===== config.mk =====
export PLATFORM = sky130hd
export DESIGN_NAME = game_table_lcd_scan
export DESIGN_NICKNAME = d
export VERILOG_FILES = /design/src/rtl/game_table_lcd_scan_pkg.sv /design/src/rtl/game_table_lcd_scan_lcd_byte_gen.sv /design/src/rtl/game_table_lcd_scan.sv
export SDC_FILE = /design/constraint.sdc
export NUM_CORES = 1
export LEC_CHECK = 0
export ABC_AREA = 0
export BUFFER_PORTS_ARGS = -buffer_cell sky130_fd_sc_hd__buf_2
export CORE_ASPECT_RATIO = 1.1
export CORE_UTILIZATION = 56
export CTS_CLUSTER_DIAMETER = 100
export DETAILED_ROUTE_END_ITERATION = 10
export GPL_ROUTABILITY_DRIVEN = 1
export GPL_TIMING_DRIVEN = 0
export PLACE_DENSITY = 0.79
export SETUP_SLACK_MARGIN = 0.05
export SLEW_MARGIN = 20
export SYNTH_ARGS = -nofsm -noshare
export SYNTH_HDL_FRONTEND = slang
export SYNTH_SLANG_ARGS = --single-unit

===== constraint.sdc =====
create_clock -name clk_40M -period 8.3 [get_ports clk_40M]
set_clock_uncertainty 0.15 [all_clocks]
set_input_delay 0.83 -clock clk_40M [delete_from_list [all_inputs] [get_ports clk_40M]]
set_output_delay 0.83 -clock clk_40M [all_outputs]
set_load 0.02 [all_outputs]

===== src/rtl/game_table_lcd_scan_pkg.sv =====
// Shared constants, state encoding and the pixel-row stepping helper for the
// game-table LCD scanner.
package game_table_lcd_scan_pkg;

  localparam int GRID_W    = 10;
  localparam int GRID_H    = 10;
  localparam int LCD_PAGES = 8;

  localparam logic [7:0] LCD_CMD_PAGE = 8'hB8;
  localparam logic [7:0] LCD_CMD_COL  = 8'h40;

  typedef enum logic [2:0] {
    SCAN_IDLE     = 3'd0,
    SCAN_SNAP     = 3'd1,
    SCAN_PAGE_CMD = 3'd2,
    SCAN_COL_CMD  = 3'd3,
    SCAN_DATA     = 3'd4,
    SCAN_DONE     = 3'd5
  } scan_state_t;

  // Vertical pixel position expressed as (cell row, pixel within cell).
  typedef struct packed {
    logic [6:0] row;
    logic [2:0] sub;
  } ypos_t;

  // Advance a vertical position by one pixel row without a divider.
  function automatic ypos_t step_y(input ypos_t p, input logic [2:0] sub_max);
    ypos_t r;
    if (p.sub == sub_max) begin
      r.row = p.row + 7'd1;
      r.sub = 3'd0;
    end else begin
      r.row = p.row;
      r.sub = p.sub + 3'd1;
    end
    return r;
  endfunction

endpackage


===== src/rtl/game_table_lcd_scan_lcd_byte_gen.sv =====
// Builds one 8-pixel-tall LCD column byte from the frozen game table.
// Pixel rows are walked by an unrolled 8-step increment from the page's
// starting (row, sub) pair, so no division is needed.
module lcd_byte_gen
  import game_table_lcd_scan_pkg::*;
#(
  parameter int CELL_PX = 6,
  parameter int GAP     = 0
) (
  input  logic [99:0] i_snapshot,
  input  logic [3:0]  i_cell_col,
  input  logic [2:0]  i_x_sub,
  input  logic [6:0]  i_row_base,
  input  logic [2:0]  i_y_sub_base,
  output logic [7:0]  o_col_byte
);

  localparam logic [2:0] SUB_MAX = 3'(CELL_PX - 1);

  // Evaluate the pixel rule for the 8 rows covered by this byte (bit0 = top).
  always_comb begin
    ypos_t      p;
    logic [6:0] idx;
    logic       lit;
    // NOTE: every variable gets a value before any branch so no latch is inferred.
    o_col_byte = '0;
    p          = '{row: i_row_base, sub: i_y_sub_base};
    for (int b = 0; b < 8; b++) begin
      lit = 1'b0;
      idx = '0;
      // Rows below the play field never index the table.
      if (p.row < 7'(GRID_H)) begin
        idx = p.row * 7'(GRID_W) + {3'b000, i_cell_col};
        lit = i_snapshot[idx];
      end
      if ((GAP != 0) && ((i_x_sub == SUB_MAX) || (p.sub == SUB_MAX))) begin
        lit = 1'b0;
      end
      o_col_byte[b] = lit;
      p = step_y(p, SUB_MAX);
    end
  end

endmodule


===== src/rtl/game_table_lcd_scan.sv =====
// Snapshots the 10x10 game table on request and streams it to a KS0108-style
// LCD driver: per page a page-address command, a column-address command and
// one data byte per pixel column of the play field, with valid/ready handshake.
module game_table_lcd_scan
  import game_table_lcd_scan_pkg::*;
#(
  parameter int CELL_PX = 6,
  parameter int X_OFF   = 2,
  parameter int GAP     = 0
) (
  input  logic        clk_40M,
  input  logic        rst,
  input  logic [99:0] game_table_in,
  input  logic        frame_req,
  input  logic        lcd_ready,
  output logic        lcd_valid,
  output logic        lcd_cmd,
  output logic [7:0]  lcd_data,
  output logic        busy,
  output logic        frame_done
);

  localparam logic [2:0] SUB_MAX = 3'(CELL_PX - 1);
  localparam logic [7:0] COL_CMD = LCD_CMD_COL | 8'(X_OFF);

  scan_state_t r_state;
  scan_state_t w_next_state;
  logic [99:0] r_snapshot;
  logic        r_pending;
  logic [2:0]  r_page;
  logic [3:0]  r_cell_col;
  logic [2:0]  r_x_sub;
  ypos_t       r_pos;
  ypos_t       w_next_pos;
  logic [7:0]  w_col_byte;
  logic        w_accept;
  logic        w_last_col;
  logic        w_start;

  assign w_accept   = lcd_valid && lcd_ready;
  assign w_last_col = (r_cell_col == 4'(GRID_W - 1)) && (r_x_sub == SUB_MAX);
  assign w_start    = (r_state == SCAN_IDLE) && (frame_req || r_pending);

  lcd_byte_gen #(
    .CELL_PX (CELL_PX),
    .GAP     (GAP)
  ) u_byte_gen (
    .i_snapshot   (r_snapshot),
    .i_cell_col   (r_cell_col),
    .i_x_sub      (r_x_sub),
    .i_row_base   (r_pos.row),
    .i_y_sub_base (r_pos.sub),
    .o_col_byte   (w_col_byte)
  );

  // Starting pixel row of the next page: current start advanced by 8 rows.
  always_comb begin
    w_next_pos = r_pos;
    for (int s = 0; s < 8; s++) begin
      w_next_pos = step_y(w_next_pos, SUB_MAX);
    end
  end

  // State register.
  always_ff @(posedge clk_40M or posedge rst) begin
    if (rst) begin
      r_state <= SCAN_IDLE;
    end else begin
      // NOTE: sequential state uses <= so every flop samples pre-edge values.
      r_state <= w_next_state;
    end
  end

  // Next-state and output decode; outputs are held while a byte is stalled
  // because they depend only on registers that change on acceptance.
  always_comb begin
    w_next_state = r_state;
    lcd_valid    = 1'b0;
    lcd_cmd      = 1'b0;
    lcd_data     = 8'h00;
    busy         = 1'b0;
    frame_done   = 1'b0;
    unique case (r_state)
      SCAN_IDLE: begin
        if (frame_req || r_pending) w_next_state = SCAN_SNAP;
      end
      SCAN_SNAP: begin
        busy         = 1'b1;
        w_next_state = SCAN_PAGE_CMD;
      end
      SCAN_PAGE_CMD: begin
        busy      = 1'b1;
        lcd_valid = 1'b1;
        lcd_cmd   = 1'b1;
        lcd_data  = LCD_CMD_PAGE | {5'b00000, r_page};
        if (lcd_ready) w_next_state = SCAN_COL_CMD;
      end
      SCAN_COL_CMD: begin
        busy      = 1'b1;
        lcd_valid = 1'b1;
        lcd_cmd   = 1'b1;
        lcd_data  = COL_CMD;
        if (lcd_ready) w_next_state = SCAN_DATA;
      end
      SCAN_DATA: begin
        busy      = 1'b1;
        lcd_valid = 1'b1;
        lcd_data  = w_col_byte;
        if (lcd_ready && w_last_col) begin
          w_next_state = (r_page == 3'(LCD_PAGES - 1)) ? SCAN_DONE : SCAN_PAGE_CMD;
        end
      end
      SCAN_DONE: begin
        frame_done   = 1'b1;
        w_next_state = SCAN_IDLE;
      end
      default: w_next_state = SCAN_IDLE;
    endcase
  end

  // One-deep request memory: requests seen outside IDLE collapse into one.
  always_ff @(posedge clk_40M or posedge rst) begin
    if (rst) begin
      r_pending <= 1'b0;
    end else if (w_start) begin
      r_pending <= 1'b0;
    end else if (frame_req && (r_state != SCAN_IDLE)) begin
      r_pending <= 1'b1;
    end
  end

  // Frame snapshot; frozen from SNAP until the next frame so output never tears.
  always_ff @(posedge clk_40M or posedge rst) begin
    if (rst) begin
      r_snapshot <= '0;
    end else if (r_state == SCAN_SNAP) begin
      r_snapshot <= game_table_in;
    end
  end

  // Page and column counters, advanced only when a data byte is accepted.
  always_ff @(posedge clk_40M or posedge rst) begin
    if (rst) begin
      r_page     <= '0;
      r_cell_col <= '0;
      r_x_sub    <= '0;
      r_pos      <= '0;
    end else if (r_state == SCAN_SNAP) begin
      r_page     <= '0;
      r_cell_col <= '0;
      r_x_sub    <= '0;
      r_pos      <= '0;
    end else if ((r_state == SCAN_DATA) && w_accept) begin
      if (w_last_col) begin
        r_cell_col <= '0;
        r_x_sub    <= '0;
        r_page     <= r_page + 3'd1;
        r_pos      <= w_next_pos;
      end else if (r_x_sub == SUB_MAX) begin
        r_x_sub    <= '0;
        r_cell_col <= r_cell_col + 4'd1;
      end else begin
        r_x_sub    <= r_x_sub + 3'd1;
      end
    end
  end

endmodule


# == Yosys cells after proc, flatten, opt, wreduce, memory -nomap -nowiden ==
# Index checks and enable logic that the tools add are counted.
# totals
ff_bits,124
# classes
add_sub_neg,27
n_mul,8
magnitude_cmp,16
eq_ne,20
muxes,59
n_reduce_logical,19
# ops
cell,count
10-bit 2-to-1 mux,11
"7-bit by 8-bit less-than comparator with 1-bit output, second input constant",8
"7-bit by 1-bit adder with 7-bit output, second input constant",8
7-bit by 4-bit adder with 7-bit output,8
1-bit binary-select mux with 7-bit select,8
"7-bit by 4-bit less-than comparator with 1-bit output, second input constant",8
"7-bit by 3-bit multiplier with 6-bit output, second input constant",8
"3-bit == test, second input constant",12
3-bit 2-to-1 mux,12
"3-bit by 1-bit adder with 3-bit output, second input constant",10
8-bit case mux with 3 select lines,1
1-bit 2-to-1 mux,22
4-bit 2-to-1 mux,4
3-bit case mux with 5 select lines,1
"3-bit by 2-bit == test with 1-bit output, second input constant",2
1-bit logical AND,6
"2-bit inequality test, second input constant",3
2-bit nonzero test,3
3-bit nonzero test,2
"4-bit by 1-bit adder with 4-bit output, second input constant",1
"4-bit == test, second input constant",1
2-bit AND reduction,2
4-bit AND reduction,1
4-bit OR reduction,1
6 further kinds,6

# == Logic depth before layout (Yosys ltp) ==
# depth
ltp_word,20
mapped_depth,33

# == Hierarchy ==
# A second synthesis with hierarchy kept.
# hier_totals
hier_cells,1427
hier_area_um2,13501.7
# modules_own_cells
module,n_inst,cells_per_inst,area_each_um2
lcd_byte_gen,1,697,7327.0
game_table_lcd_scan,1,730,6174.7

# == Least setup slack after synthesis ==
# Ideal clock, no wire load.
# synth_path
path_kind,register to output
from,reg r_pos[0] (netlist bit)
to,out lcd_data[7]
t_arrival_ns,7.811
required_time_ns,7.320
setup_slack_ns,-0.491
stages_incl_launch_ff,31
n_path_buf,2
path_cell_list,dfrtp_1 > buf_4 > clkbuf_1 > nand2_1 > mux2i_1 > inv_1 > ha_1 > mux2_2 > mux2_2 > ha_1 > nand2_1 > o21ai_0 > ha_1 > o21a_1 > ha_1 > a21oi_1 > inv_1 > ha_1 > a22oi_1 > o22ai_1 > ha_1 > nand2_1 > xnor2_1 > ha_1 > ha_1 > xor2_1 > mux2_2 > o211a_1 > or2_2 > mux4_2 > o21ai_1
# synth_via
elab_chain_cells,20
elab_cells_between_ends,33
# synth_lines
item,line_no,text
start: declaration,game_table_lcd_scan.sv:33,ypos_t r_pos;
start signal: assignment,game_table_lcd_scan.sv:158,r_pos <= w_next_pos;
3-bit == test / 3-bit by 1-bit adder with 3-bit output (equally long branches),"game_table_lcd_scan_pkg.sv:30, game_table_lcd_scan_pkg.sv:35",
10-bit 2-to-1 mux *,game_table_lcd_scan_pkg.sv:30,if (p.sub == sub_max) begin
7-bit by 1-bit adder with 7-bit output (tied with other cells),game_table_lcd_scan_pkg.sv:31,r.row = p.row + 7'd1;
10-bit 2-to-1 mux *,game_table_lcd_scan_pkg.sv:30,
7-bit by 1-bit adder with 7-bit output (tied with other cells),game_table_lcd_scan_pkg.sv:31,
10-bit 2-to-1 mux *,game_table_lcd_scan_pkg.sv:30,
7-bit by 1-bit adder with 7-bit output (tied with other cells),game_table_lcd_scan_pkg.sv:31,
10-bit 2-to-1 mux *,game_table_lcd_scan_pkg.sv:30,
(+4 left out),-,
7-bit by 1-bit adder with 7-bit output / 3-bit == test (equally long branches),"game_table_lcd_scan_pkg.sv:31, game_table_lcd_scan_pkg.sv:30",
10-bit 2-to-1 mux *,game_table_lcd_scan_pkg.sv:30,
7-bit by 3-bit multiplier with 6-bit output,game_table_lcd_scan_lcd_byte_gen.sv:33,"idx = p.row * 7'(GRID_W) + {3'b000, i_cell_col};"
7-bit by 4-bit adder with 7-bit output,game_table_lcd_scan_lcd_byte_gen.sv:33,
1-bit binary-select mux with 7-bit select,game_table_lcd_scan_lcd_byte_gen.sv:34,lit = i_snapshot[idx];
1-bit 2-to-1 mux (implied by the code),game_table_lcd_scan_lcd_byte_gen.sv:34,
1-bit 2-to-1 mux *,game_table_lcd_scan_lcd_byte_gen.sv:32,if (p.row < 7'(GRID_H)) begin
8-bit case mux with 3 select lines *,game_table_lcd_scan.sv:83,unique case (r_state)
end: declaration,game_table_lcd_scan.sv:18,"output logic [7:0] lcd_data,"
# Every way passes the cells marked *; elsewhere a longest branch is shown, timed or not. The select of a mux whose other input is x is not followed.

# == Worst setup path after layout ==
# layout_path
from,reg r_pos[1] (netlist bit)
to,out lcd_data[7]
# The elaborated chain is that of the path after synthesis.

==> results.txt <==
----------------------------------------------------
[GRT]
  GR Util All Layers ... 34.0%
  Antenna violations before repair ... 0
  Largest net degree at the start of global routing ... 64
  Vias in the first global route ... 11007
  GRT Residual Overflow ... 0
  Global-route wire length before repair ... 58500 um

[Power and ir drop]
  Static leakage ... between 5 and 6 nW
  P per Cell Area ... 241 mW/mm^2
  Peak ir drop on the vdd network ... about 230 uV

[Setup path]
  Worst R2R Setup Slack ... 2.63 ns
  Worst stage delay on the critical path ... a little over 0.6 ns
  Required @ worst endpoint ... roughly 7.3 ns
  Critical Path Source Type ... flip-flop
  Terminus of the critical flop-to-flop path ... r_pos[9]$_DFFE_PP0P_
  Arrival time reported for the critical path endpoint ... 7.39 ns
  Launching point of the worst reg2reg path ... r_pos[1]$_DFFE_PP0P_
  Cell depth of the worst flop-to-flop path ... 28
  Cell repeated most along the worst path ... sky130_fd_sc_hd__ha_4
  Maximum fanout encountered on the critical timing path ... 7
  CP Capture Type ... output port
  Library cell contributing the largest single delay on the critical path ... sky130_fd_sc_hd__fa_2
  Kind of critical path ... reg -> out

[Timing]
  Minimum period implied by the final worst setup slack ... 8.37 ns
  Slew of the pin with the lowest slew margin ... 1.17 ns
  Upper clock frequency limit ... 0.119 GHz
  Max Slew Vio Count ... 0
  Summed negative setup slack over all endpoints ... -0.0720 ns
  Post-route clock period utilization ... 101%
  Setup repair after global routing missed its margin ... yes
  Hold violation count in the final report ... 0
  Final number of setup-violating endpoints ... 1
  Relative slew slack ... 21.1%
  Fin Hold WS ... 0.322 ns
  Slack of the critical path ... -0.0720 ns

[Logic synthesis]
  Average size of a mapped cell ... 11.1 um^2
  Post-Syn Nets ... around 1300
  Mapped cell area ... 0.0124 mm^2
  Distinct cell type count of the synthesized netlist ... 71
  Number of synthesis warnings ... 0
  Sequential-to-total area share from yosys stat ... 25.0%
  Yosys reg bits ... 124
  Synthesized netlist cell count ... 1122
  Share of async-settable or async-resettable flops after synthesis ... 100%
  Most instantiated flip-flop cell in the synthesis netlist ... sky130_fd_sc_hd__dfrtp_1
  Number of synthesized flops with an enable pin ... 0

[Floorplan]
  DIE AREA ... 0.0228 mm^2
  Boundary Pins ... 116
  Num rows ... 56
  Core footprint ... around 0.022 mm^2
  Width of the die ... 144 um
  Initial core utilization ... approximately 58%
  Vertical die dimension ... 158 um

[CTS]
  Clock tree root buffer cell ... sky130_fd_sc_hd__clkbuf_16
  Number of buffers added by the clock tree synthesis step ... 17
  Clk Latency, worst-skew pair ... roughly 0.43 ns
  CTS clk-pin slew, worst paths ... 0.07 ns
  TritonCTS clock tree ... yes
  Largest buffer count on any clock path ... 2
  Sinks on the clock net ... 124
  CTS H-tree lvls ... 4

[Final layout]
  Multi-input combinational cell area ... 0.00936 mm^2
  Layout filler cell count ... roughly 1500
  Area Growth Syn to Fin ... 20.2%
  Most common library cell in the layout ignoring fill and taps ... sky130_fd_sc_hd__dfrtp_1
  Nets@finish ... roughly 1500
  Number of antenna cells inserted ... 0
  Most used cells in the layout excluding fill and tap cells ... sky130_fd_sc_hd__dfrtp_1 (122), sky130_fd_sc_hd__buf_2 (115), sky130_fd_sc_hd__mux4_2 (113), sky130_fd_sc_hd__mux2_2 (112)
  Utilization of the core after routing ... 69.2%
  Fraction of layout cells with a size suffix above 1 ... 39.6%
  Sequential cell area in the final layout ... 0.00311 mm^2

[Drt]
  WL/cell ... 22.9 um
  Post-detailed-routing wire length ... ~37000 um
  Vias per cell ... 6.65
  Number of DRC violations after detailed routing ... 0
  Drt first pass iters ... 6
  Vias ... 10640
  Count of antenna-violating nets left after detailed routing ... 0
  Number of DRC markers after the initial detailed-route iteration ... 1085

[Outcome]
  Status ... complete, but fails checks
  Violations in the final reports ... negative setup slack

[Hold path]
  Worst min-delay path class ... in -> async

[Placement]
  Final weighted congestion in routability-driven placement ... 0.985
  Count of port buffers added during placement ... 114
  Dpl ws ... -1.37 ns
  HPWL Detailed ... 26300 um

[Job]
  Number of max-cap violations ... 0

----------------------------------------------------
repair_timing:
item / CTS / global route
setup buffers: 37 / 5
pin swaps: 28 / 24
hold buffers: 0 / 0
resized for setup: 86 / 29
hold endpoints to repair: 0 / 0
endpoints found under the setup margin: 4 / 3
layout make-up:
cell class | count | area share (%)
Buffer | 65 | 2.20
Clock buffer | 17 | 2.85
Multi-Input combinational cell | 874 | 62.6
Tap cell | 290 | 2.43
Sequential cell | 124 | 20.8
Timing Repair Buffer | 157 | 6.28
Inverter | 57 | 1.51
Clock inverter | 15 | 1.32
cells by family after synthesis:
| logic type | after synthesis | synth area share, % |
|---|---|---|
| flip-flops | 124 | 25.0 |
| XOR/XNOR | 95 | 6.92 |
| buffers and inverters | 124 | 3.99 |
| adder cells (fa/ha/maj) | 88 | 9.82 |
| AND/OR/NAND/NOR | 237 | 9.79 |
| multiplexers | 282 | 35.3 |
| AO/OA/AOI/OAI | 172 | 9.26 |
worst max-delay path, delay by kind of cell, from the launching register on:
kind                       cells  cell delay [ns]
xor gates and xnor gates       1             0.27
adders and majority gates      9             2.46
AOI/OAI and AO/OA              7             1.20
muxes                          5             1.54
buffers and inverters          4             0.44
and+or+nand+nor                4             0.64
DFF                            1             0.37
Yosys cell counts (4+ instances only):
library cell	n	area share, %
sky130_fd_sc_hd__nand2_1	60	1.8
sky130_fd_sc_hd__o31ai_1	4	0.24
sky130_fd_sc_hd__nor2_1	60	1.8
sky130_fd_sc_hd__o211ai_1	8	0.48
sky130_fd_sc_hd__ha_1	72	7.2
sky130_fd_sc_hd__nand3b_1	6	0.36
sky130_fd_sc_hd__clkbuf_1	48	1.4
sky130_fd_sc_hd__fa_1	16	2.6
sky130_fd_sc_hd__a31oi_1	5	0.25
sky130_fd_sc_hd__o211a_1	5	0.40
sky130_fd_sc_hd__buf_1	11	0.33
sky130_fd_sc_hd__or4_1	4	0.24
sky130_fd_sc_hd__mux4_2	113	20
sky130_fd_sc_hd__xor2_1	27	1.9
sky130_fd_sc_hd__mux2i_1	53	4.3
sky130_fd_sc_hd__and2_1	6	0.30
sky130_fd_sc_hd__nor3b_1	12	0.72
sky130_fd_sc_hd__inv_1	55	1.7
sky130_fd_sc_hd__a21o_1	11	0.66
sky130_fd_sc_hd__nor2b_1	12	0.60
sky130_fd_sc_hd__a211oi_1	13	0.78
sky130_fd_sc_hd__nor3_1	17	0.68
sky130_fd_sc_hd__dfrtp_1	124	25
sky130_fd_sc_hd__o21ai_0	52	2.1
sky130_fd_sc_hd__buf_2	4	0.16
sky130_fd_sc_hd__mux2_2	115	10
sky130_fd_sc_hd__and3_1	4	0.20
sky130_fd_sc_hd__xnor2_1	65	4.6
sky130_fd_sc_hd__nand2b_1	8	0.40
sky130_fd_sc_hd__nand4_1	8	0.40
sky130_fd_sc_hd__nand3_1	18	0.72
sky130_fd_sc_hd__a21oi_1	43	1.7
per-stage QoR:
step	area, um^2	instances	total power, mW
finish	14900	1599	3.60
global route	14900	1599	3.74
CTS	14800	1595	3.54
detailed placement	13500	1527	2.70
global placement	13400	1526	2.61
floorplan	12500	1122	2.22
how the worst max path moves through the flow:
stage / to / from / depth (start not counted)
4_1_cts: lcd_data[7] / r_pos[0]$_DFFE_PP0P_ / 31
5_1_grt: lcd_data[7] / r_pos[1]$_DFFE_PP0P_ / 31
3_3_place_gp: lcd_data[7] / r_pos[2]$_DFFE_PP0P_ / 31
2_1_floorplan: lcd_data[7] / r_pos[2]$_DFFE_PP0P_ / 30
6_report: lcd_data[7] / r_pos[1]$_DFFE_PP0P_ / 30
3_5_place_dp: lcd_data[7] / r_pos[2]$_DFFE_PP0P_ / 31
report_power, final:
part / internal [mW] / leakage, nW / total [mW] / switching (mW)
Sequential: 0.872 / 1.51 / 1.02 / 0.145
Clock: 0.484 / 0.305 / 0.814 / 0.330
Combinational: 0.884 / 4.12 / 1.77 / 0.886
Total: 2.24 / 5.93 / 3.60 / 1.36
routing by layer:
metal  vias up  GRT usage (%)  part of all wire [%]
met5         -              0                     0
met4         0           17.2                   5.5
met3       179           6.08                   7.3
met2       680           58.6                    50
met1      5198           40.8                    37
li1       4583              -                     -
state kept, by name (all words and copies together), names as in the netlist:
| register | count |
|---|---|
| r_snapshot | 100 |
| r_pos | 10 |
| r_cell_col | 4 |
| r_page | 3 |
| r_state | 3 |
| r_x_sub | 3 |
| r_pending | 1 |
Note: power is estimated with default switching activity, not from simulation.
